`src/rtl/mult_div_unit.sv`:
```
// mult_div_unit: sequential signed 32x32 multiply (radix-2 Booth) and
// restoring divide for the multicycle MIPS datapath. The results land in
// HI/LO 33 cycles after a one-cycle start pulse.
// Optional feature: define MULTDIV_DIVZERO_EN for early divide-by-zero
// detection with a div_zero pulse. When it is undefined, divide by zero
// runs the full sequence and forces LO=all ones, HI=dividend.
module mult_div_unit (
    input  logic        clk,
    input  logic        reset,
    input  logic        start,
    input  logic        op,
    input  logic [31:0] a_in,
    input  logic [31:0] b_in,
    output logic [31:0] hi_out,
    output logic [31:0] lo_out,
    output logic        busy,
    output logic        done,
    output logic        div_zero
);

    typedef enum logic [1:0] {IDLE, RUN, FIX} state_t;

    state_t             state_q, state_d;
    logic               op_q, op_d;
    logic signed [31:0] a_q, a_d;
    logic signed [31:0] b_q, b_d;
    logic        [4:0]  cnt_q, cnt_d;
    // MULT: {P_hi(33, sign-extended), P_lo(32), q-1}; DIV: [63:0] = {rem, quo}
    logic        [65:0] acc_q, acc_d;
    logic        [31:0] hi_q, hi_d;
    logic        [31:0] lo_q, lo_d;
    logic               busy_q, busy_d;
    logic               done_q, done_d;
    logic               dz_q, dz_d;

    // Magnitude of a signed word; 0x80000000 maps to 2^31 as an unsigned value.
    function automatic logic [31:0] abs32(input logic signed [31:0] v);
        return v[31] ? 32'(-v) : 32'(v);
    endfunction

    // One Booth step: add/subtract b based on {P[0], q-1}, then arithmetic shift.
    // The 33-bit upper half absorbs the +2^31 that arises from subtracting -2^31.
    function automatic logic [65:0] booth_step(input logic [65:0] acc,
                                               input logic signed [31:0] b);
        logic signed [32:0] hi;
        logic signed [32:0] bx;
        logic        [65:0] t;
        hi = acc[65:33];
        bx = {b[31], b};
        case (acc[1:0])
            2'b01:   hi = hi + bx;
            2'b10:   hi = hi - bx;
            default: hi = hi;
        endcase
        t = {hi, acc[32:0]};
        return {t[65], t[65:1]};
    endfunction

    // One restoring-division step on magnitudes: shift left, then trial subtract.
    function automatic logic [63:0] div_step(input logic [63:0] r,
                                             input logic [31:0] bmag);
        logic [63:0] s;
        logic [32:0] diff;
        s    = {r[62:0], 1'b0};
        diff = {1'b0, s[63:32]} - {1'b0, bmag};
        if (!diff[32]) begin
            s[63:32] = diff[31:0];
            s[0]     = 1'b1;
        end
        return s;
    endfunction

    // Apply signs: quotient negative when signs differ, remainder follows the dividend.
    function automatic logic [63:0] div_fix(input logic [31:0] rem,
                                            input logic [31:0] quo,
                                            input logic        sa,
                                            input logic        sb);
        logic [31:0] r;
        logic [31:0] q;
        r = sa ? 32'(-rem) : rem;
        q = (sa ^ sb) ? 32'(-quo) : quo;
        return {r, q};
    endfunction

    // Next-state and datapath logic for the IDLE/RUN/FIX sequencer.
    always_comb begin
        state_d = state_q;
        op_d    = op_q;
        a_d     = a_q;
        b_d     = b_q;
        cnt_d   = cnt_q;
        acc_d   = acc_q;
        hi_d    = hi_q;
        lo_d    = lo_q;
        busy_d  = busy_q;
        done_d  = 1'b0;
        dz_d    = 1'b0;
        case (state_q)
            IDLE: begin
                if (start) begin
                    a_d    = a_in;
                    b_d    = b_in;
                    op_d   = op;
                    cnt_d  = 5'd31;
                    busy_d = 1'b1;
                    acc_d  = op ? {34'd0, abs32(a_in)} : {33'd0, a_in, 1'b0};
                    state_d = RUN;
`ifdef MULTDIV_DIVZERO_EN
                    if (op && (b_in == 32'd0)) begin
                        state_d = FIX;
                    end
`endif
                end
            end
            RUN: begin
                acc_d = op_q ? {2'b00, div_step(acc_q[63:0], abs32(b_q))}
                             : booth_step(acc_q, b_q);
                if (cnt_q == 5'd0) begin
                    state_d = FIX;
                end else begin
                    cnt_d = cnt_q - 5'd1;
                end
            end
            FIX: begin
                state_d = IDLE;
                busy_d  = 1'b0;
                done_d  = 1'b1;
                if (!op_q) begin
                    hi_d = acc_q[64:33];
                    lo_d = acc_q[32:1];
                end else if (b_q == 32'sd0) begin
`ifdef MULTDIV_DIVZERO_EN
                    dz_d = 1'b1;
`else
                    hi_d = a_q;
                    lo_d = 32'hFFFF_FFFF;
`endif
                end else begin
                    {hi_d, lo_d} = div_fix(acc_q[63:32], acc_q[31:0], a_q[31], b_q[31]);
                end
            end
            default: begin
                state_d = IDLE;
                busy_d  = 1'b0;
            end
        endcase
    end

    // State and output registers; reset clears everything and aborts any operation.
    always_ff @(posedge clk or posedge reset) begin
        if (reset) begin
            state_q <= IDLE;
            op_q    <= 1'b0;
            a_q     <= '0;
            b_q     <= '0;
            cnt_q   <= '0;
            acc_q   <= '0;
            hi_q    <= '0;
            lo_q    <= '0;
            busy_q  <= 1'b0;
            done_q  <= 1'b0;
            dz_q    <= 1'b0;
        end else begin
            state_q <= state_d;
            op_q    <= op_d;
            a_q     <= a_d;
            b_q     <= b_d;
            cnt_q   <= cnt_d;
            acc_q   <= acc_d;
            hi_q    <= hi_d;
            lo_q    <= lo_d;
            busy_q  <= busy_d;
            done_q  <= done_d;
            dz_q    <= dz_d;
        end
    end

    assign hi_out   = hi_q;
    assign lo_out   = lo_q;
    assign busy     = busy_q;
    assign done     = done_q;
    assign div_zero = dz_q;

endmodule

```
`config.mk`:
```
export PLATFORM = sky130hd
export DESIGN_NAME = mult_div_unit
export DESIGN_NICKNAME = d
export VERILOG_FILES = /design/src/rtl/mult_div_unit.sv
export SDC_FILE = /design/constraint.sdc
export NUM_CORES = 1
export LEC_CHECK = 0
export CAP_MARGIN = 20
export CORE_UTILIZATION = 30
export DETAILED_ROUTE_END_ITERATION = 10
export PLACE_DENSITY = 0.48
export SKIP_CTS_REPAIR_TIMING = 1
export SLEW_MARGIN = 5
export SYNTH_ARGS = -nofsm -noshare
export SYNTH_HDL_FRONTEND = slang
export SYNTH_SLANG_ARGS = --single-unit
```
`constraint.sdc`:
```
create_clock -name clk -period 18.1 [get_ports clk]
set_input_delay 3.62 -clock clk [delete_from_list [all_inputs] [get_ports clk]]
set_output_delay 3.62 -clock clk [all_outputs]
set_load 0.01 [all_outputs]
```
==> metrics <==
outcome=finished clean; Total Neg Setup Slack=0 ns; worst endpoint required time=18.50 ns; antenna-violating nets left=0; CTS clk-pin slew, worst paths=0.06 ns; number of instances in the synthesized netlist=roughly 2.2k; sequential cell area=between 0.005 and 0.006 mm²; cell area after synthesis=about 0.017 mm²; origin of the worst setup path=a_in[0]; clock tree buffer depth=3; Worst Reg2Reg Path Length in Cells=18; distinct cell type count after synthesis=between 70 and 80; die area=approximately 0.057 mm²; largest area contributor in the netlist=sky130_fd_sc_hd__dfrtp_1; share of the synthesized area in the top cell type=30.1%; number of enable flip-flop cells after synthesis=0; count of cells along the worst hold path=2; antenna violations before repair=4; Vias per Instance=5.31; Overflow after GRT=0; drt pass-1 iters=7; vias in the first global route=about 15k; FF-to-FF setup slack=approximately 12 ns; kind of end point of the critical path=register; worst clock skew=0.0144 ns; maximum number of pins on one net before global-route repair=98; synth top area cells=sky130_fd_sc_hd__dfrtp_1 30%, sky130_fd_sc_hd__nand2_1 8.6%, sky130_fd_sc_hd__a21oi_1 6.2%, sky130_fd_sc_hd__ha_1 5.3%, sky130_fd_sc_hd__xnor2_1 4.9%; share of layout cells above drive strength 1=5.20%; number of violations reported at the end of detailed-routing iteration 0=between 1k and 1.5k; post-detailed-routing wire length=about 55 mm; register area share after synthesis=a little under a third; number of warnings reported in the yosys synthesis log=0; Final Hold Fails=0; standard cell core area=0.0553 mm²; Arr. time, crit path=6.82 ns; number of fill cells=5870; number of sinks driven by the clock tree=203; I/O pin count=135; Max Freq=156 MHz; Post-layout nets=2352; area of the multi-input gates=roughly 0.011 mm²; global-route wire length before repair=87.6 mm; Critical R2R Launch=b_q[2]; net count after synthesis=2351; Worst Hold Class=reg2reg; setup repair after global routing missed its margin=no; Inst Count DP=2928; initial core utilization=30.5%; clock latency at the later pin of the worst-skew pair=0.57 ns; Max Transition Viols Final=0; area growth from synthesis to layout=15.9%; site row count=86; root buffer cell=sky130_fd_sc_hd__clkbuf_16; Mapped Avg Cell Area=7.64 µm²; placer's final routability congestion estimate=0.891; Finished Layout Cells=between 2k and 3k; H-tree depth=1; Via Count=15.8k; crit-path max FO=7; worst hold slack=~0.48 ns; Relative slew margins=27.5%; Antenna Cells=0; placed wire-length estimate=39.2 mm; capture point of the worst reg-to-reg path=acc_q[32]; Die Ht=239 µm; total global-route track usage=19.1%; Final min period=6.41 ns; measured slew at the worst slew-check pin=1.09 ns; horizontal die dimension=239 µm; Num CTS Buffers=28; final worst path period share=between 30% and 40%; fraction of registers with async set or reset after synthesis=100%; clock tree from TritonCTS=built; termination of the worst setup path=acc_q[27]; startpoint-to-endpoint class of the critical path=in2reg; detailed-route wire length per cell=~18 µm; number of DRC violations after detailed routing=0; buffers added on ports=133; most common flop cell mapped by yosys=sky130_fd_sc_hd__dfrtp_1; flip-flop and latch count after synthesis=203; final setup fails=0; count of maximum capacitance violations=0; critical path launch point type=input port
==> through the flow <==
stage / util, % / instance area [µm²] / setup WS (ns)
global placement: 33.7 / 18600 / 11.20
finish: 35.4 / 19600 / 11.69
detailed placement: 33.7 / 18600 / 11.16
CTS: 35.4 / 19600 / 11.75
global route: 35.4 / 19600 / 11.43
floorplan: - / 16900 / 8.94
==> layout make-up <==
class | count | area share (%)
clock inverter | 12 | 0.601
clock buffer | 40 | 4.18
sequential | 203 | 26.0
multi-input combinational | 1778 | 56.0
tap | 748 | 4.78
inverter | 46 | 0.921
timing repair buffer | 153 | 7.57
==> state kept, by name, summed over array words and instances (netlist names) <==
name / cells
acc_q: 65
a_q: 32
b_q: 32
hi_out: 32
lo_out: 32
cnt_q: 5
state_q: 2
busy: 1
done: 1
op_q: 1
==> per-layer routing <==
layer / track usage (%) / wire, µm / up-vias
met5: 0 / 37 / -
met4: 4.95 / 1370 / 6
met3: 2.58 / 2480 / 78
met2: 31.4 / 25300 / 400
met1: 26.4 / 25700 / 7565
li1: - / - / 7785
==> cells by family (layout without fill, tap and decap cells) <==
| family | count (synthesis) | count (layout) | share of synthesized area (%) |
|---|---|---|---|
| compound gates | 645 | 645 | 23.5 |
| buf+inv | 228 | 251 | 5.32 |
| other cells | 1 | 1 | 0.0222 |
| fa+ha+maj | 74 | 74 | 5.57 |
| xor+xnor | 177 | 177 | 9.18 |
| mux | 88 | 88 | 5.39 |
| simple gates | 793 | 793 | 20.9 |
| flops | 203 | 203 | 30.1 |
==> worst max-delay path, stage by stage <==
cell                              delay [ns]
sky130_fd_sc_hd__clkdlybuf4s50_1        0.54
sky130_fd_sc_hd__or4_1                  0.63
sky130_fd_sc_hd__nand2b_1               0.28
sky130_fd_sc_hd__or2_2                  0.40
sky130_fd_sc_hd__nand2b_1               0.24
sky130_fd_sc_hd__nand2b_1               0.34
sky130_fd_sc_hd__o31a_1                 0.34
sky130_fd_sc_hd__o22ai_1                0.13
sky130_fd_sc_hd__a311oi_1               0.08
sky130_fd_sc_hd__a21oi_1                0.14
sky130_fd_sc_hd__o21ai_0                0.08
==> cell usage after synthesis, types with 45 or more instances <==
cell type / instances
sky130_fd_sc_hd__xnor2_1: 94
sky130_fd_sc_hd__clkbuf_1: 153
sky130_fd_sc_hd__o21ai_0: 139
sky130_fd_sc_hd__nor2_1: 186
sky130_fd_sc_hd__nand2_1: 387
sky130_fd_sc_hd__nor3_1: 45
sky130_fd_sc_hd__xor2_1: 83
sky130_fd_sc_hd__a21oi_1: 209
sky130_fd_sc_hd__mux2i_1: 65
sky130_fd_sc_hd__dfrtp_1: 203
sky130_fd_sc_hd__inv_1: 46
sky130_fd_sc_hd__ha_1: 72
==> how the worst min path moves through the flow <==
stage	startpoint	endpoint	slack, ns
floorplan	a_q[28]	a_q[28]	0.44
global placement	a_q[27]	a_q[27]	0.47
detailed placement	a_q[24]	a_q[24]	0.47
CTS	a_q[24]	a_q[24]	0.48
global route	lo_out[20]	lo_out[20]	0.50
finish	lo_out[25]	lo_out[25]	0.48
==> layout by cell type, fill, tap and decap left out, types with 19 or more instances in the layout <==
master                              n
sky130_fd_sc_hd__nand2_1          386
sky130_fd_sc_hd__a21oi_1          209
sky130_fd_sc_hd__dfrtp_1          202
sky130_fd_sc_hd__nor2_1           186
sky130_fd_sc_hd__o21ai_0          139
sky130_fd_sc_hd__clkdlybuf4s50_1  133
sky130_fd_sc_hd__xnor2_1           93
sky130_fd_sc_hd__xor2_1            83
sky130_fd_sc_hd__ha_1              72
sky130_fd_sc_hd__mux2i_1           65
sky130_fd_sc_hd__inv_1             45
sky130_fd_sc_hd__nor3_1            45
sky130_fd_sc_hd__a21o_1            37
sky130_fd_sc_hd__o22ai_1           36
sky130_fd_sc_hd__nand2b_1          32
sky130_fd_sc_hd__o21ai_1           30
sky130_fd_sc_hd__clkbuf_16         29
sky130_fd_sc_hd__nor2b_1           25
sky130_fd_sc_hd__a211oi_1          24
sky130_fd_sc_hd__mux2_2            23
sky130_fd_sc_hd__nor4_1            22
sky130_fd_sc_hd__or3_1             20
sky130_fd_sc_hd__o31ai_1           20
sky130_fd_sc_hd__nand3_1           20
sky130_fd_sc_hd__buf_4             20
sky130_fd_sc_hd__a311oi_1          19
sky130_fd_sc_hd__a31oi_1           19
Power is not shown: default switching activity piles up to over one toggle a cycle in this logic, so the estimate is an artifact.
